<file path="src/rtl/mips_bus_lsu_if.sv">
// CPU-side request ports and Avalon-MM master signals of mips_bus_lsu.
// The master modport is the bus unit's view; slave is the CPU/memory side.
interface mips_bus_lsu_if;
   // instruction fetch port
   logic        if_req;
   logic [31:0] if_addr;
   logic [31:0] if_rdata;
   logic        if_done;
   // data port
   logic        d_req;
   logic        d_we;
   logic [1:0]  d_size;
   logic        d_signed;
   logic [31:0] d_addr;
   logic [31:0] d_wdata;
   logic [31:0] d_rdata;
   logic        d_done;
   logic        d_err;
   // Avalon-MM master
   logic [31:0] address;
   logic        read;
   logic        write;
   logic        waitrequest;
   logic [31:0] writedata;
   logic [3:0]  byteenable;
   logic [31:0] readdata;

   modport master (
      input  if_req, if_addr, d_req, d_we, d_size, d_signed, d_addr, d_wdata,
             waitrequest, readdata,
      output if_rdata, if_done, d_rdata, d_done, d_err,
             address, read, write, writedata, byteenable
   );

   modport slave (
      output if_req, if_addr, d_req, d_we, d_size, d_signed, d_addr, d_wdata,
             waitrequest, readdata,
      input  if_rdata, if_done, d_rdata, d_done, d_err,
             address, read, write, writedata, byteenable
   );
endinterface

</file>
<file path="src/rtl/mips_bus_lsu.sv">
// Avalon-MM bus unit for the multicycle MIPS core: arbitrates fetch and data
// requests, steers byte lanes, extends loads, optionally byte-swaps between a
// big-endian CPU and a little-endian bus, and bounds waitrequest stalls.
module mips_bus_lsu #(
   parameter bit          SWAP_ENDIAN    = 1'b1,
   parameter bit          DATA_PRIORITY  = 1'b1,
   parameter int unsigned TIMEOUT_CYCLES = 0
) (
   input  logic           clk,
   input  logic           reset,
   mips_bus_lsu_if.master bus,
   output logic           busy,
   output logic           timeout_err
);

   localparam int unsigned   CW      = (TIMEOUT_CYCLES > 1) ? $clog2(TIMEOUT_CYCLES) : 1;
   localparam logic [CW-1:0] TO_LAST = CW'(TIMEOUT_CYCLES - 1);

   typedef enum logic [1:0] {S_IDLE, S_ACCESS, S_DONE} state_t;

   // Byte order of a halfword / word as it travels between CPU and bus.
   function automatic logic [15:0] half_order(input logic [15:0] h);
      return SWAP_ENDIAN ? {h[7:0], h[15:8]} : h;
   endfunction

   function automatic logic [31:0] word_order(input logic [31:0] w);
      return SWAP_ENDIAN ? {w[7:0], w[15:8], w[23:16], w[31:24]} : w;
   endfunction

   state_t        r_state, w_state;
   logic          r_is_data, w_is_data;
   logic          r_we, w_we;
   logic [1:0]    r_size, w_size;
   logic          r_signed, w_signed;
   logic [1:0]    r_off, w_off;
   logic [31:0]   r_address, w_address;
   logic [31:0]   r_writedata, w_writedata;
   logic [3:0]    r_byteenable, w_byteenable;
   logic          r_read, w_read;
   logic          r_write, w_write;
   logic [31:0]   r_rdata, w_rdata;
   logic          r_if_done, w_if_done;
   logic          r_d_done, w_d_done;
   logic          r_d_err, w_d_err;
   logic          r_timeout_err, w_timeout_err;
   logic [CW-1:0] r_cnt, w_cnt;

   logic          w_grant_data;
   logic [1:0]    w_d_off;
   logic          w_d_legal;
   logic [31:0]   w_st_data;
   logic [3:0]    w_st_be;
   logic [31:0]   w_lane_shift;
   logic [15:0]   w_half;
   logic [31:0]   w_load;

   assign w_grant_data = bus.d_req & (DATA_PRIORITY | ~bus.if_req);
   assign w_d_off      = bus.d_addr[1:0];
   assign w_lane_shift = bus.readdata >> {r_off, 3'b000};
   assign w_half       = half_order(w_lane_shift[15:0]);

   // Store lane steering, byte enables and alignment check for the data request
   always_comb begin
      // NOTE: every combinational output is given a value before the case so no path leaves it unassigned (no latches).
      w_st_data = word_order(bus.d_wdata);
      w_st_be   = 4'b1111;
      w_d_legal = 1'b1;
      case (bus.d_size)
         2'b00: begin
            w_st_data = {4{bus.d_wdata[7:0]}};
            w_st_be   = 4'b0001 << w_d_off;
         end
         2'b01: begin
            w_st_data = {2{half_order(bus.d_wdata[15:0])}};
            w_st_be   = 4'b0011 << w_d_off;
            w_d_legal = ~w_d_off[0];
         end
         2'b10:   w_d_legal = (w_d_off == 2'b00);
         default: w_d_legal = 1'b0;
      endcase
   end

   // Extract the addressed lane(s) of readdata and extend to a right-justified value
   always_comb begin
      w_load = word_order(bus.readdata);
      if (r_is_data) begin
         case (r_size)
            2'b00:   w_load = {{24{r_signed & w_lane_shift[7]}}, w_lane_shift[7:0]};
            2'b01:   w_load = {{16{r_signed & w_half[15]}}, w_half};
            default: w_load = word_order(bus.readdata);
         endcase
      end
   end

   // Next state and next register values of the access sequencer
   always_comb begin
      w_state       = r_state;
      w_is_data     = r_is_data;
      w_we          = r_we;
      w_size        = r_size;
      w_signed      = r_signed;
      w_off         = r_off;
      w_address     = r_address;
      w_writedata   = r_writedata;
      w_byteenable  = r_byteenable;
      w_read        = r_read;
      w_write       = r_write;
      w_rdata       = r_rdata;
      w_if_done     = 1'b0;
      w_d_done      = 1'b0;
      w_d_err       = 1'b0;
      w_timeout_err = r_timeout_err;
      w_cnt         = r_cnt;
      case (r_state)
         S_IDLE: begin
            if (w_grant_data) begin
               w_is_data = 1'b1;
               w_we      = bus.d_we;
               w_size    = bus.d_size;
               w_signed  = bus.d_signed;
               w_off     = w_d_off;
               if (w_d_legal) begin
                  w_state      = S_ACCESS;
                  w_address    = {bus.d_addr[31:2], 2'b00};
                  w_writedata  = w_st_data;
                  w_byteenable = w_st_be;
                  w_read       = ~bus.d_we;
                  w_write      = bus.d_we;
                  w_cnt        = '0;
               end else begin
                  // Misaligned or illegal size: report immediately, bus untouched
                  w_state  = S_DONE;
                  w_d_done = 1'b1;
                  w_d_err  = 1'b1;
                  w_rdata  = '0;
               end
            end else if (bus.if_req) begin
               w_is_data    = 1'b0;
               w_off        = 2'b00;
               w_state      = S_ACCESS;
               w_address    = bus.if_addr & 32'hFFFF_FFFC;
               w_byteenable = 4'b1111;
               w_read       = 1'b1;
               w_write      = 1'b0;
               w_cnt        = '0;
            end
         end
         S_ACCESS: begin
            if (!bus.waitrequest) begin
               w_state   = S_DONE;
               w_read    = 1'b0;
               w_write   = 1'b0;
               w_rdata   = (r_is_data && r_we) ? '0 : w_load;
               w_if_done = ~r_is_data;
               w_d_done  = r_is_data;
            end else if (TIMEOUT_CYCLES != 0 && r_cnt == TO_LAST) begin
               // Stall budget exhausted: abandon the transfer and flag it
               w_state       = S_DONE;
               w_read        = 1'b0;
               w_write       = 1'b0;
               w_rdata       = '0;
               w_if_done     = ~r_is_data;
               w_d_done      = r_is_data;
               w_d_err       = r_is_data;
               w_timeout_err = 1'b1;
            end else begin
               w_cnt = r_cnt + 1'b1;
            end
         end
         S_DONE:  w_state = S_IDLE;
         default: w_state = S_IDLE;
      endcase
   end

   // State and registered bus/port outputs; reset drops strobes at once
   always_ff @(posedge clk or posedge reset) begin
      if (reset) begin
         r_state       <= S_IDLE;
         r_is_data     <= 1'b0;
         r_we          <= 1'b0;
         r_size        <= 2'b00;
         r_signed      <= 1'b0;
         r_off         <= 2'b00;
         r_address     <= '0;
         r_writedata   <= '0;
         r_byteenable  <= '0;
         r_read        <= 1'b0;
         r_write       <= 1'b0;
         r_rdata       <= '0;
         r_if_done     <= 1'b0;
         r_d_done      <= 1'b0;
         r_d_err       <= 1'b0;
         r_timeout_err <= 1'b0;
         r_cnt         <= '0;
      end else begin
         // NOTE: non-blocking assignments so every register updates from the same pre-edge values.
         r_state       <= w_state;
         r_is_data     <= w_is_data;
         r_we          <= w_we;
         r_size        <= w_size;
         r_signed      <= w_signed;
         r_off         <= w_off;
         r_address     <= w_address;
         r_writedata   <= w_writedata;
         r_byteenable  <= w_byteenable;
         r_read        <= w_read;
         r_write       <= w_write;
         r_rdata       <= w_rdata;
         r_if_done     <= w_if_done;
         r_d_done      <= w_d_done;
         r_d_err       <= w_d_err;
         r_timeout_err <= w_timeout_err;
         r_cnt         <= w_cnt;
      end
   end

   assign bus.address    = r_address;
   assign bus.read       = r_read;
   assign bus.write      = r_write;
   assign bus.writedata  = r_writedata;
   assign bus.byteenable = r_byteenable;
   assign bus.if_rdata   = r_rdata;
   assign bus.if_done    = r_if_done;
   assign bus.d_rdata    = r_rdata;
   assign bus.d_done     = r_d_done;
   assign bus.d_err      = r_d_err;
   assign busy           = (r_state != S_IDLE);
   assign timeout_err    = r_timeout_err;

endmodule

</file>
<file path="src/flat_wrapper.sv">
// flat-port wrapper written by rule: the top's interface ports become plain ports
module mips_bus_lsu_flat 
#(
   parameter bit          SWAP_ENDIAN    = 1'b1,
   parameter bit          DATA_PRIORITY  = 1'b1,
   parameter int unsigned TIMEOUT_CYCLES = 0
)
  (clk, reset, busy, timeout_err, bus_if_req, bus_if_addr, bus_d_req, bus_d_we, bus_d_size, bus_d_signed, bus_d_addr, bus_d_wdata, bus_waitrequest, bus_readdata, bus_if_rdata, bus_if_done, bus_d_rdata, bus_d_done, bus_d_err, bus_address, bus_read, bus_write, bus_writedata, bus_byteenable);
  mips_bus_lsu_if bus_i ();
  input  logic clk;
  input  logic reset;
  output logic busy;
  output logic timeout_err;
  input wire logic [$bits(bus_i.if_req)-1:0] bus_if_req;
  input wire logic [$bits(bus_i.if_addr)-1:0] bus_if_addr;
  input wire logic [$bits(bus_i.d_req)-1:0] bus_d_req;
  input wire logic [$bits(bus_i.d_we)-1:0] bus_d_we;
  input wire logic [$bits(bus_i.d_size)-1:0] bus_d_size;
  input wire logic [$bits(bus_i.d_signed)-1:0] bus_d_signed;
  input wire logic [$bits(bus_i.d_addr)-1:0] bus_d_addr;
  input wire logic [$bits(bus_i.d_wdata)-1:0] bus_d_wdata;
  input wire logic [$bits(bus_i.waitrequest)-1:0] bus_waitrequest;
  input wire logic [$bits(bus_i.readdata)-1:0] bus_readdata;
  output wire logic [$bits(bus_i.if_rdata)-1:0] bus_if_rdata;
  output wire logic [$bits(bus_i.if_done)-1:0] bus_if_done;
  output wire logic [$bits(bus_i.d_rdata)-1:0] bus_d_rdata;
  output wire logic [$bits(bus_i.d_done)-1:0] bus_d_done;
  output wire logic [$bits(bus_i.d_err)-1:0] bus_d_err;
  output wire logic [$bits(bus_i.address)-1:0] bus_address;
  output wire logic [$bits(bus_i.read)-1:0] bus_read;
  output wire logic [$bits(bus_i.write)-1:0] bus_write;
  output wire logic [$bits(bus_i.writedata)-1:0] bus_writedata;
  output wire logic [$bits(bus_i.byteenable)-1:0] bus_byteenable;
  assign bus_i.if_req = bus_if_req;
  assign bus_i.if_addr = bus_if_addr;
  assign bus_i.d_req = bus_d_req;
  assign bus_i.d_we = bus_d_we;
  assign bus_i.d_size = bus_d_size;
  assign bus_i.d_signed = bus_d_signed;
  assign bus_i.d_addr = bus_d_addr;
  assign bus_i.d_wdata = bus_d_wdata;
  assign bus_i.waitrequest = bus_waitrequest;
  assign bus_i.readdata = bus_readdata;
  assign bus_if_rdata = bus_i.if_rdata;
  assign bus_if_done = bus_i.if_done;
  assign bus_d_rdata = bus_i.d_rdata;
  assign bus_d_done = bus_i.d_done;
  assign bus_d_err = bus_i.d_err;
  assign bus_address = bus_i.address;
  assign bus_read = bus_i.read;
  assign bus_write = bus_i.write;
  assign bus_writedata = bus_i.writedata;
  assign bus_byteenable = bus_i.byteenable;
  mips_bus_lsu #(.SWAP_ENDIAN(SWAP_ENDIAN), .DATA_PRIORITY(DATA_PRIORITY), .TIMEOUT_CYCLES(TIMEOUT_CYCLES)) u_core (.clk(clk), .reset(reset), .bus(bus_i), .busy(busy), .timeout_err(timeout_err));
endmodule
</file>
<file path="config.mk">
export PLATFORM = sky130hd
export DESIGN_NAME = mips_bus_lsu_flat
export DESIGN_NICKNAME = d
export VERILOG_FILES = /design/src/rtl/mips_bus_lsu_if.sv /design/src/rtl/mips_bus_lsu.sv /design/src/flat_wrapper.sv
export SDC_FILE = /design/constraint.sdc
export NUM_CORES = 1
export LEC_CHECK = 0
export BUFFER_PORTS_ARGS = -buffer_cell sky130_fd_sc_hd__buf_4
export CAP_MARGIN = 20
export CORE_ASPECT_RATIO = 1.75
export CORE_MARGIN = 2
export CORE_UTILIZATION = 45
export DETAILED_ROUTE_END_ITERATION = 10
export GPL_TIMING_DRIVEN = 0
export PLACE_DENSITY = 0.85
export SYNTH_ARGS = -nofsm -noshare
export SYNTH_HDL_FRONTEND = slang
export SYNTH_SLANG_ARGS = --single-unit
</file>
<file path="constraint.sdc">
create_clock -name clk -period 7.2 [get_ports clk]
set_input_delay 0.36 -clock clk [delete_from_list [all_inputs] [get_ports clk]]
set_output_delay 0.36 -clock clk [all_outputs]
set_load 0.01 [all_outputs]
</file>
# --- Word-level counts from Yosys, hierarchy flattened ---
# Index checks and enable logic that the tools add are counted.
# W data, S select, Z words.
op_classes:
  n_eq_ne: 10
  shifts: 3
  mux: 40
  bitwise: 4
  reduce_logical: 15
ops:
  columns: ["op", "n"]
  rows:
  - ["$mux W32", 8]
  - ["$pmux W32 S2", 2]
  - ["$pmux W24 S2", 1]
  - ["$shr A32 B5 Y16", 1]
  - ["$mux W1", 14]
  - ["$mux W2", 6]
  - ["$mux W4", 3]
  - ["$logic_not A2 Y1", 4]
  - ["$pmux W4 S2", 1]
  - ["$reduce_and A4 Y1", 2]
  - ["$eq A2 B1 Y1 const B", 3]
  - ["$ne A2 B2 Y1 const B", 3]
  - ["$pmux W1 S2", 3]
  - ["$reduce_and A2 Y1", 3]
  - ["$reduce_and A3 Y1", 2]
  - ["$reduce_bool A2 Y1", 3]
  - ["$pmux W2 S2", 1]
  - ["$shl A1 B2 Y4 const A", 1]
  - ["$shl A2 B2 Y4 const A", 1]
  - ["$ne A3 B2 Y1 const B", 1]
  - ["$ne A3 B3 Y1 const B", 1]
  - ["$not A1 Y1", 3]
  - ["$pmux W1 S3", 1]
  - ["$eq A2 B2 Y1 const B", 1]
  - ["other kinds (3)", 3]
totals:
  reg_bits: 114
  inputBits: 137
  out_inout_bits: 139
  wordCells: 87

# --- Logic depth before layout (Yosys ltp) ---
# Gate-level depths: netlist of run 1.
depth:
  ltp_word: 7
  mapped_depth: 7
  mapped_depth_nobuf: 5

# --- Worst setup path after synthesis of run 1 ---
# OpenSTA, ideal clock, no wires.
synth_path:
  kind: "input -> register"
  from: "input bus_d_addr[0]"
  to: "register u_core.r_address[18] (netlist: u_core.bus.address[18])"
  setup_ns: 0.132
  t_arrival_ns: 1.639
  required_time_ns: 7.068
  setup_slack_ns: 5.428
  cell_stages: 7
  path_buffers: 3
  path_cell_list: "buf_2 > or3_1 > a311o_1 > buf_4 > buf_2 > nand2_1 > o21ai_1"
synth_via:
  elab_chain_len: 4
  elab_cells_between_ends: 5
  classes_between: "1 x eq/ne; 1 x mux; 1 x bitwise; 2 x reduce/logical"
synth_lines:
  columns: ["item", "line_no", "rtl"]
  rows:
  - ["start: declaration", "flat_wrapper.sv:20", "input wire logic [$bits(bus_i.d_addr)-1:0] bus_d_addr;"]
  - ["$logic_not A2 Y1 / $not A1 Y1 (equally long branches)", "mips_bus_lsu.sv:78, mips_bus_lsu.sv:76", null]
  - ["$pmux W1 S3 *", "mips_bus_lsu.sv:68", "case (bus.d_size)"]
  - ["$ne A2 B1 Y1 (no source line) *", null, null]
  - ["$reduce_and A3 Y1 (no source line) *", null, null]
  - ["end signal: assignment", "mips_bus_lsu.sv:203", "r_address <= w_address;"]
  - ["end: declaration", "mips_bus_lsu.sv:36", "logic [31:0] r_address, w_address;"]
# Mark *: on every way between the ends. The rest lies on a longest branch, timed or not.
# A chain may end at the register's enable or synchronous reset.

# --- Worst setup path in the final report of run 1 ---
layout_path:
  from: "register u_core.r_state[1]"
  to: "register u_core.r_rdata[9] (netlist: u_core.bus.d_rdata[9])"
layout_via:
  elab_chain_len: 3
  elab_cells_between_ends: 8
  classes_between: "4 x eq/ne; 1 x mux; 3 x reduce/logical"
layout_lines:
  columns: ["item", "line_no", "rtl"]
  rows:
  - ["start: declaration", "mips_bus_lsu.sv:30", "state_t r_state, w_state;"]
  - ["start signal: assignment", "mips_bus_lsu.sv:197", "r_state <= w_state;"]
  - ["$eq A2 B1 Y1 / $logic_not A2 Y1 (equally long branches)", null, null]
  - ["$ne A2 B2 Y1 (no source line) / $reduce_bool A2 Y1 (equally long branches)", null, null]
  - ["$reduce_and A4 Y1 (no source line)", null, null]
  - ["end signal: assignment", "mips_bus_lsu.sv:208", "r_rdata <= w_rdata;"]
  - ["end: declaration", "mips_bus_lsu.sv:41", "logic [31:0] r_rdata, w_rdata;"]
# Parallel ways exist; a longest one is shown, timed or not.

==> summary.txt, run 1 <==
STA
  • Max frequency: 477 MHz
  • RSZ-0062 raised after global routing: no
  • Worst clock skew: 0.00982 ns
  • Hold Vio Cnt, Final: 0
  • Period utilisation layout: 0.291
  • Measured slew at the worst slew-check pin: ~0.93 ns
  • Setup TNS: 0 ns
  • Minimum clock period: 2.10 ns
  • Fin. max-slew vios: 0
  • Slew margin rel.: 0.380
  • Final setup vio count: 0

Yosys
  • Seq cells post-synth: 112
  • Top cell type by total area after synthesis: dfrtp_1
  • Most common cell in the synthesized netlist: dfrtp_1
  • Post-synth EDFFs: 0
  • Seq/Total Area, Yosys: 0.485
  • Unique masters post-synth: 51
  • FFs w/ async S/R, synth: 1.00
  • Post-Syn Area: 0.00578 mm2
  • Cells after synthesis: 563
  • Avg Inst Size Synth: between 10 and 15 um2
  • Synth top area cells: dfrtp_1, mux2i_1, nand2_1
  • Main synth FF type: dfrtp_1
  • Syn. warnings: 0
  • Synth top area share: 0.485
  • Top post-synthesis cells by count: dfrtp_1, nand2_1, mux2i_1

Power and ir drop
  • Combinational power share: 0.514
  • Pleak: 0.00427 uW
  • Pwr dens: approximately 400 mW/mm2
  • Switch share: 0.379
  • P_sw: between 1000 and 1500 uW
  • Sequential power share: 0.338
  • Worst IR Drop VDD: 182 uV
  • Internal power: between 2000 and 2500 uW
  • Clock power share: 0.148

Critical path
  • Worst path bufs/invs: 1
  • Reg2reg path depth: 5
  • Worst setup EP type: flop
  • Reg2reg setup slack: just over 5 ns
  • Critical path type: reg2reg
  • Req. time, crit path: 7.42 ns
  • Crit path depth: 5
  • Critical Path AT: around 2.3 ns
  • Reg2Reg Capture Point: u_core.bus.d_rdata[9]
  • CP Capture Point: u_core.bus.d_rdata[9]
  • Top delay family on crit path: compound AO/OA/AOI/OAI gates
  • Max incr delay on CP: roughly 0.46 ns
  • Crit Reg-Reg Startpoint: u_core.r_state[1]
  • CP max-delay cell: nor3b_4
  • CP max FO: 10
  • CP Cell Sequence: nor3b_4, a31oi_2, buf_2, a222oi_1, nand2_1
  • Critical Path Source Type: flop
  • Crit. Startpoint: u_core.r_state[1]

Clock network
  • Clock sink total: 112
  • CTS root buffer: clkbuf_16
  • Post-cts resize count: 0
  • CTS clk-pin slew, worst paths: around 0.08 ns
  • CTS Buf Count: 9
  • CTS tree: yes
  • Clock buffer depth: 2
  • # hold bufs at CTS: 0
  • CTS H-Tree Depth: 3
  • Worst-skew pair later-pin latency: 0.35 ns
  • Post-CTS Setup Inserts: 0

Global routing
  • First-pass GRT wire length: 27,100 um
  • Gr ovfl total: 0
  • Total track usage: 0.259
  • Largest net degree at the start of global routing: 71
  • Initial antenna violation count: 0
  • Number of global-route vias before repair: 5,446

Drt
  • Via/cell ratio: between 5 and 6
  • Iter 0 DRT Violations: 317
  • Final ANT Viol Nets: 0
  • Total number of vias: 5,486
  • First drt pass iteration count: 6
  • Final WL: 17,900 um
  • DRC: 0
  • Mean routed wirelength per cell: 17.6 um

Finish
  • Layout cells sized above 1: 0.426
  • Register area: 0.00280 mm2
  • Area growth, synth to finish: 44.0%
  • Final instance area: around 0.0083 mm2
  • Nets@finish: between 900 and 1,000
  • Multi-input logic area: about 0.0025 mm2
  • # fillers: 1,018
  • Diode count: 0

Placement
  • Input/output buffers: 268
  • GPL Wtd Cong: just under 1
  • Placed wire-length estimate: ~14,000 um
  • Post-DP Area: 0.00803 mm2

Die
  • Initial Util: 0.463
  • Die X: 89.7 um
  • Die height: between 150 and 200 um
  • Ports: 276
  • Core area: 0.0125 mm2
  • Die area: 0.0138 mm2
  • FP Rows: 54

Job
  • Max Cap Violations: 0

Status
  • Status: completed

Min path
  • Worst Hold Class: in2async
-- per-layer routing --
metal  up-vias  wire (um)  track usage
li1       2529          -            -
met1      2565       6080        0.285
met2       318       9280        0.442
met3        74       1530       0.0542
met4         0       1050        0.152
met5         -          0            0
-- layout by cell type (no fill, tap or decap), types with 13 or more instances in the layout --
master / netlist / routed
clkbuf_1: 19 / 19
mux2i_1: 65 / 65
buf_4: 36 / 304
nand2_1: 90 / 90
mux2_2: 13 / 13
o21ai_0: 50 / 50
o21ai_1: 33 / 33
a21oi_1: 30 / 30
nor2_1: 23 / 23
dfrtp_1: 112 / 112
-- kinds of logic after synthesis --
kind of cell,synth area share
AOI/OAI and AO/OA,0.159
and+or+nand+nor,0.104
DFF,0.485
muxes,0.167
buffers and inverters,0.0837
other,0.000649
-- worst reg2reg max path, delay by kind of cell (launching register included) --
| family | cells | cell delay, ns |
|---|---|---|
| simple gates | 2 | 0.56 |
| buf+inv | 1 | 0.29 |
| flops | 1 | 0.45 |
| compound gates | 2 | 0.66 |
-- sequential cells by signal (all words and copies together) (netlist names), 2 cells and up --
signal                 count
u_core.r_state             2
u_core.bus.byteenable      4
u_core.bus.writedata      32
u_core.bus.address        30
u_core.r_off               2
u_core.r_size              2
u_core.bus.d_rdata        32
-- per-stage QoR --
step	hold WS, ns	worst slack [ns]	std cells	total power, uW	utilization
2_1_floorplan	0.485	3.88	565	2010	-
3_3_place_gp	0.464	2.59	1001	2800	0.641
3_5_place_dp	0.471	5.13	1002	2850	0.643
4_1_cts	0.227	5.11	1018	3350	0.666
5_1_grt	0.235	4.95	1018	3550	0.666
6_report	0.202	5.10	1018	3320	0.666
-- power by group through the flow --
| stage | clock, uW | sequential [uW] | combinational, uW |
|---|---|---|---|
| finish | 492 | 1120 | 1700 |
| global route | 531 | 1160 | 1850 |
| CTS | 505 | 1120 | 1720 |
| detailed placement | 0 | 1130 | 1720 |
| global placement | 0 | 1120 | 1680 |
| floorplan | 0 | 1230 | 783 |
-- worst min-delay path by stage --
| stage | cells past startpoint | to | startpoint | slack, ns |
|---|---|---|---|---|
| after floorplan | 2 | u_core.bus.d_rdata[15] | bus_readdata[23] | 0.49 |
| after global placement | 2 | u_core.bus.writedata[17] | u_core.bus.writedata[17] | 0.46 |
| after detailed placement | 2 | u_core.bus.writedata[2] | u_core.bus.writedata[2] | 0.47 |
| after CTS | 2 | u_core.bus.address[2] | reset | 0.23 |
| after global routing | 2 | u_core.r_signed | bus_d_signed | 0.23 |
| final | 2 | u_core.bus.address[18] | reset | 0.20 |
-- layout make-up --
cell class	count	area share
flip-flops and latches	112	0.337
multi-input cells	374	0.301
repair buffers	269	0.244
plain buffers	73	0.0555
clock buffers	10	0.0287
well taps	168	0.0252
clock inverters	6	0.00631
inverters	6	0.00301
(Power assumes the default switching activity.)
==> run 2, diff against run 1 <==
--- a/config.mk
+++ b/config.mk
@@ -9,10 +9,10 @@
 export CAP_MARGIN = 20
 export CORE_ASPECT_RATIO = 1.75
 export CORE_MARGIN = 2
-export CORE_UTILIZATION = 45
+export CORE_UTILIZATION = 42
 export DETAILED_ROUTE_END_ITERATION = 10
 export GPL_TIMING_DRIVEN = 0
-export PLACE_DENSITY = 0.85
+export PLACE_DENSITY = 0.84
 export SYNTH_ARGS = -nofsm -noshare
 export SYNTH_HDL_FRONTEND = slang
 export SYNTH_SLANG_ARGS = --single-unit
==> constraint.sdc (replaced) <==
create_clock -name clk -period 1.9 [get_ports clk]
set_input_delay 0.095 -clock clk [delete_from_list [all_inputs] [get_ports clk]]
set_output_delay 0.095 -clock clk [all_outputs]
set_load 0.01 [all_outputs]
==> summary.txt, run 2 (synthesis gave the netlist of run 1 again) <==
Global routing
  • Gr ovfl total: 0 (unchanged)
  • Number of global-route vias before repair: 5,657 (+3.9%)
  • Largest net degree at the start of global routing: 43 (-39%)
  • Initial antenna violation count: 0 (unchanged)
  • First-pass GRT wire length: 28,600 um (+5.5%)
  • Total track usage: 0.245 (-0.0143)

Power and ir drop
  • Switch share: 0.383 (+0.00343)
  • Clock power share: 0.142 (-0.006)
  • Combinational power share: 0.519 (+0.005)
  • P_sw: 4850 uW (+290%)
  • Sequential power share: 0.339 (about the same)
  • Worst IR Drop VDD: 653 uV (+260%)
  • Pwr dens: 1500 mW/mm2 (+280%)
  • Pleak: 0.00433 uW (+1.5%)
  • Internal power: 7830 uW (+280%)

STA
  • RSZ-0062 raised after global routing: yes
  • Hold slack final: 0.0167 ns (-0.185 ns)
  • Worst clock skew: 0.00584 ns (-0.00398 ns)
  • Setup TNS: 0 ns (unchanged)
  • Max frequency: 535 MHz (+12%)
  • Slew margin rel.: 0.445 (+0.0650)
  • Final setup vio count: 0 (unchanged)
  • Period utilisation layout: 0.984 (+0.693)
  • Hold Vio Cnt, Final: 0 (unchanged)
  • Fin. max-slew vios: 0 (unchanged)
  • Minimum clock period: 1.87 ns (-0.227 ns)
  • Min setup slack post-route: 0.0310 ns (-5.07 ns)
  • Measured slew at the worst slew-check pin: 0.830 ns (-0.0971 ns)

Finish
  • Final instance area: 0.00847 mm2 (+1.7%)
  • Most common cell after layout, fill and taps aside: buf_4
  • Most used cells in the layout excluding fill and tap cells: buf_4, dfrtp_1, nand2_1, mux2i_1, o21ai_0
  • # fillers: 1,156 (+14%)
  • Diode count: 0 (unchanged)
  • Layout cells sized above 1: 0.438 (+0.0120)
  • Area growth, synth to finish: 46.5%
  • Nets@finish: 993 (+1.1%)
  • Finished Core Util: 0.629 (-0.0366)

Critical path
  • Critical Path Source Type: flop
  • Critical path type: reg2reg
  • Critical Path AT: 2.09 ns (-0.23 ns)
  • CP Cell Sequence: nor3b_4, a31oi_2, buf_2, a222oi_1, nand2_1
  • CP max FO: 10 (unchanged)
  • Req. time, crit path: 2.12 ns (-5.30 ns)
  • Worst path bufs/invs: 1 (unchanged)
  • Max incr delay on CP: 0.46 ns (about the same)
  • Worst setup EP type: flop
  • CP max-delay cell: dfrtp_1
  • Top delay family on crit path: compound AO/OA/AOI/OAI gates

Placement
  • Placed wire-length estimate: 14,500 um (+2.0%)
  • Dpl ws: -0.153 ns (-5.28 ns)
  • Post-DP Area: 0.00806 mm2 (+0.36%)
  • Input/output buffers: 268 (unchanged)
  • GPL Wtd Cong: 0.928 (-4.2%)

Drt
  • Via/cell ratio: 5.32 (-1.2%)
  • Total number of vias: 5,508 (+0.40%)
  • Mean routed wirelength per cell: 17.8 um (+1.1%)
  • Final WL: 18,400 um (+2.8%)
  • First drt pass iteration count: 5 (-1)
  • DRC: 0 (unchanged)
  • Final ANT Viol Nets: 0 (unchanged)
  • Iter 0 DRT Violations: 300 (-5.4%)

Die
  • Ports: 276 (unchanged)
  • FP Rows: 56 (+3.7%)
  • Core area: 0.0135 mm2 (+7.6%)
  • Die X: 92.7 um (+3.4%)
  • Die height: 159 um (+3.4%)
  • Initial Util: 0.430 (-0.0328)
  • Die area: 0.0148 mm2 (+6.9%)

Clock network
  • CTS clk-pin slew, worst paths: 0.08 ns (about the same)
  • Clock sink total: 112 (unchanged)
  • Clock buffer depth: 2 (unchanged)
  • CTS tree: yes
  • CTS root buffer: clkbuf_16
  • Worst-skew pair later-pin latency: 0.34 ns (about the same)
  • CTS Buf Count: 9 (unchanged)
  • CTS H-Tree Depth: 3 (unchanged)

Job
  • Max Cap Violations: 0 (unchanged)

Min path
  • Worst Hold Class: in2reg

Status
  • Status: completed
-- run 2: cell count changes in the layout (fill, tap and decap cells not counted), moves of 2 or more --
cell	delta
a21oi_2	+3
inv_8	-2
dlygate4sd3_1	+6
clkbuf_2	+4
a21oi_1	-3
inv_6	+3
clkbuf_1	-5
buf_4	+5
-- run 2: layout make-up --
class	instances	area, um2	area share
flip-flops and latches	112	2800	0.331
multi-input cells	374	2530	0.299
repair buffers	281	2150	0.254
plain buffers	72	463	0.0547
clock buffers	9	225	0.0266
well taps	174	218	0.0257
clock inverters	7	52.6	0.00621
inverters	6	26.3	0.00310
-- run 2: per-layer routing --
| metal | vias to the layer above | GRT usage | part of all wire |
|---|---|---|---|
| li1 | 2559 | - | - |
| met1 | 2624 | 0.257 | 0.33 |
| met2 | 265 | 0.445 | 0.54 |
| met3 | 60 | 0.0483 | 0.071 |
| met4 | 0 | 0.140 | 0.057 |
| met5 | - | 0 | 0 |
-- run 2: worst paths after layout --
kind / from / end / slack [ns] / depth (start not counted)
max: u_core.r_state[1] / u_core.bus.d_rdata[8] / 0.03 / 5
min: bus_d_wdata[2] / u_core.bus.writedata[26] / 0.02 / 2
max reg2reg: u_core.r_state[1] / u_core.bus.d_rdata[8] / 0.03 / 5
min reg2reg: u_core.bus.writedata[3] / u_core.bus.writedata[3] / 0.48 / 2
max in group asynchronous: reset / u_core.bus.address[29] / 0.76 / 4
min in group asynchronous: reset / u_core.bus.writedata[3] / 0.46 / 3
-- run 2: power by group through the flow --
stage | logic, uW | registers [uW] | clock network [uW]
3_3_place_gp | 6390 | 4250 | 0
4_1_cts | 6650 | 4270 | 1850
3_5_place_dp | 6550 | 4300 | 0
2_1_floorplan | 2970 | 4650 | 0
6_report | 6580 | 4300 | 1800
5_1_grt | 7070 | 4440 | 1930
-- run 2: per-stage QoR --
| stage | total power, uW | cells |
|---|---|---|
| finish | 12700 | 1035 |
| global route | 13400 | 1035 |
| CTS | 12800 | 1036 |
| detailed placement | 10900 | 1009 |
| global placement | 10600 | 1007 |
| floorplan | 7620 | 565 |
-- run 2: worst reg2reg max path: stages (launching register included) --
cell	delay, ns
dfrtp_1	0.46
nor3b_4	0.30
a31oi_2	0.26
buf_2	0.27
a222oi_1	0.36
nand2_1	0.10
-- run 2: repair_timing --
action / 4_1_cts / 5_1_grt
setup buffers: 5 / 0
setup endpoints to repair: 43 / 27
hold endpoints to repair: 39 / 0
resized for setup: 6 / 7
hold buffers: 6 / 0
pin swaps: 2 / 1
==> run 3, diff against run 2 <==
--- a/config.mk
+++ b/config.mk
@@ -5,14 +5,15 @@
 export SDC_FILE = /design/constraint.sdc
 export NUM_CORES = 1
 export LEC_CHECK = 0
+export ABC_AREA = 1
 export BUFFER_PORTS_ARGS = -buffer_cell sky130_fd_sc_hd__buf_4
 export CAP_MARGIN = 20
 export CORE_ASPECT_RATIO = 1.75
 export CORE_MARGIN = 2
-export CORE_UTILIZATION = 42
+export CORE_UTILIZATION = 44
 export DETAILED_ROUTE_END_ITERATION = 10
 export GPL_TIMING_DRIVEN = 0
-export PLACE_DENSITY = 0.84
+export PLACE_DENSITY = 0.85
 export SYNTH_ARGS = -nofsm -noshare
 export SYNTH_HDL_FRONTEND = slang
 export SYNTH_SLANG_ARGS = --single-unit
==> summary.txt, run 3 <==
STA
  • Hold Vio Cnt, Final: 0 (unchanged)
  • Final setup vio count: 0 (unchanged)
  • Measured slew at the worst slew-check pin: 0.804 ns (-0.0260 ns)
  • RSZ-0062 raised after global routing: no
  • Max frequency: 603 MHz (+13%)
  • Minimum clock period: 1.66 ns (-0.211 ns)
  • Hold slack final: 0.0175 ns (+0.000813 ns)
  • Worst clock skew: 0.00913 ns (+0.00329 ns)
  • Slew margin rel.: 0.463 (+0.0182)
  • Period utilisation layout: 0.873 (-0.111)
  • Fin. max-slew vios: 0 (unchanged)

Critical path
  • CP Cell Sequence: inv_2, nand2_2, inv_2, nand3_2, buf_6, o21ai_1, nand2_1, nand2_1
  • Req. time, crit path: 2.19 ns (+0.07 ns)
  • CP max-delay cell: dfrtp_1
  • Reg2reg path depth: 8 (+3)
  • Max incr delay on CP: 0.44 ns (-0.02 ns)
  • Worst setup EP type: flop
  • Top delay family on crit path: buffers and inverters
  • CP max FO: 10 (unchanged)
  • Critical Path Source Type: flop
  • Critical Path AT: 1.95 ns (-0.14 ns)
  • Crit path depth: 8 (+3)
  • Worst path bufs/invs: 3 (+2)
  • Critical path type: reg2reg

Yosys
  • Top post-synthesis cells by count: nand2_1, dfrtp_1, nand3_1
  • Post-synth EDFFs: 0 (unchanged)
  • Main synth FF type: dfrtp_1
  • Top cell type by total area after synthesis: dfrtp_1
  • Post-Syn Area: 0.00632 mm2 (+9.3%)
  • Synth top area cells: dfrtp_1, nand2_1, o211ai_2
  • Synth top area share: 0.444 (-0.0411)
  • FFs w/ async S/R, synth: 1.00 (unchanged)
  • Seq/Total Area, Yosys: 0.444 (-0.0411)
  • Seq cells post-synth: 112 (unchanged)
  • Unique masters post-synth: 39 (-24%)
  • Syn. warnings: 0 (unchanged)
  • Cells after synthesis: 801 (+42%)
  • Avg Inst Size Synth: 7.89 um2 (-23%)
  • Most common cell in the synthesized netlist: nand2_1

Global routing
  • Initial antenna violation count: 0 (unchanged)
  • Gr ovfl total: 0 (unchanged)
  • Largest net degree at the start of global routing: 40 (-7.0%)
  • First-pass GRT wire length: 34,600 um (+21%)
  • Number of global-route vias before repair: 7,017 (+24%)
  • Total track usage: 0.290 (+0.0453)

Clock network
  • Worst-skew pair later-pin latency: 0.35 ns (about the same)
  • CTS clk-pin slew, worst paths: 0.08 ns (about the same)
  • CTS root buffer: clkbuf_16
  • Clock buffer depth: 2 (unchanged)
  • CTS tree: yes
  • CTS H-Tree Depth: 3 (unchanged)
  • Clock sink total: 112 (unchanged)
  • CTS Buf Count: 9 (unchanged)
  • Post-cts resize count: 0 (-6)

Die
  • Die X: 94.6 um (+2.0%)
  • Initial Util: 0.444 (+0.0144)
  • Core area: 0.0142 mm2 (+5.7%)
  • Die height: 163 um (+2.1%)
  • Die area: 0.0154 mm2 (+4.1%)
  • Ports: 276 (unchanged)
  • FP Rows: 58 (+3.6%)

Finish
  • Nets@finish: 1,269 (+28%)
  • Most common cell after layout, fill and taps aside: nand2_1
  • Layout cells sized above 1: 0.386 (-0.0518)
  • Area growth, synth to finish: 48.8%
  • # fillers: 1,177 (+1.8%)
  • Finished Core Util: 0.661 (+0.0313)
  • Non-Filler Instances: 1,317 (+27%)
  • Most used cells in the layout excluding fill and tap cells: nand2_1, buf_4, dfrtp_1, nand3_1, dlygate4sd3_1
  • Diode count: 0 (unchanged)

Drt
  • DRC: 0 (unchanged)
  • Total number of vias: 6,851 (+24%)
  • First drt pass iteration count: 5 (unchanged)
  • Final ANT Viol Nets: 0 (unchanged)
  • Iter 0 DRT Violations: 358 (+19%)
  • Mean routed wirelength per cell: 16.9 um (-5.3%)
  • Via/cell ratio: 5.20 (-2.3%)
  • Final WL: 22,200 um (+20%)

Power and ir drop
  • Pleak: 0.00512 uW (+18%)
  • Internal power: 7870 uW (+0.56%)
  • Clock power share: 0.150 (+0.008)
  • P_sw: 5490 uW (+13%)
  • Design Power: 13,400 uW (+5.4%)
  • Sequential power share: 0.314 (-0.025)
  • Combinational power share: 0.536 (+0.017)
  • Switch share: 0.411 (+0.0281)
  • Worst IR Drop VDD: 819 uV (+25%)
  • Pwr dens: 1420 mW/mm2 (-5.1%)

Placement
  • Placed cell count: 1,253 (+24%)
  • Placed wire-length estimate: 16,600 um (+14%)
  • Input/output buffers: 268 (unchanged)
  • GPL Wtd Cong: 1.05 (+13%)

Min path
  • Worst hold stages: 3 (+1)
  • Worst Hold Class: in2reg

Job
  • Max Cap Violations: 0 (unchanged)

Status
  • Status: completed
-- run 3: cell count changes after synthesis, sizes merged, moves of 13 or more --
cell	previous run	this run
nand2	90	341
mux2i	65	0
nand3	2	64
o21ai	83	39
o211ai	0	42
or2	1	30
inv	6	34
mux2	13	0
-- run 3: path summary, 6_finish.rpt --
kind / start / end / slack, ns
min in group asynchronous: reset / u_core.bus.writedata[31] / 0.44
setup reg to reg: u_core.r_size[1] / u_core.bus.d_rdata[16] / 0.24
setup / recovery: u_core.r_size[1] / u_core.bus.d_rdata[16] / 0.24
hold / removal: bus_d_wdata[18] / u_core.bus.writedata[10] / 0.02
max in group asynchronous: reset / u_core.bus.address[14] / 0.78
hold reg to reg: u_core.bus.address[24] / u_core.bus.address[24] / 0.48
-- run 3: metal layers --
metal / wire (um) / track usage
met5: 0 / 0
met4: 1630 / 0.197
met3: 1330 / 0.0583
met2: 11900 / 0.524
met1: 7390 / 0.291
-- run 3: layout make-up --
type | count | area [um2] | area share
Buffer | 75 | 528 | 0.0562
Clock buffer | 10 | 239 | 0.0254
Clock inverter | 6 | 72.6 | 0.00772
Inverter | 38 | 164 | 0.0174
Multi-Input combinational cell | 578 | 2830 | 0.302
Sequential cell | 112 | 2800 | 0.298
Tap cell | 180 | 225 | 0.0240
Timing Repair Buffer | 318 | 2530 | 0.269
-- run 3: cell families (layout without fill, tap and decap cells) --
family / after synthesis / after routing / synth area share
buffers and inverters: 113 / 447 / 0.109
AO/OA/AOI/OAI: 118 / 118 / 0.136
other: 1 / 3 / 0.000594
AND/OR/NAND/NOR: 457 / 457 / 0.311
flip-flops: 112 / 112 / 0.444
-- run 3: tightest hold or removal path, stage by stage --
cell and delay (ns):
buf_4 0.10, nand2_1 0.05, a31oi_1 0.08
-- run 3: per-stage QoR --
step	cell area, um2	worst slack (ns)	TNS (ns)
final	9400	0.242	0
after detailed placement	8610	0.310	0
after CTS	9400	0.272	0
after global routing	9400	0.164	0
after global placement	8570	-0.337	-36.60
after floorplan	6330	0.448	0
-- run 3: power groups by stage --
stage          logic (uW)  clock network, uW  registers (uW)
2_1_floorplan        3440                  0            4550
3_3_place_gp         6860                  0            4170
3_5_place_dp         7030                  0            4190
4_1_cts              7110               2050            4170
5_1_grt              7810               2120            4310
6_report             7160               2010            4190
-- run 3: repair_timing --
item | in CTS | in global routing
endpoints found under the hold margin | 81 | 0
setup buffers | 0 | 0
hold buffers | 48 | 0
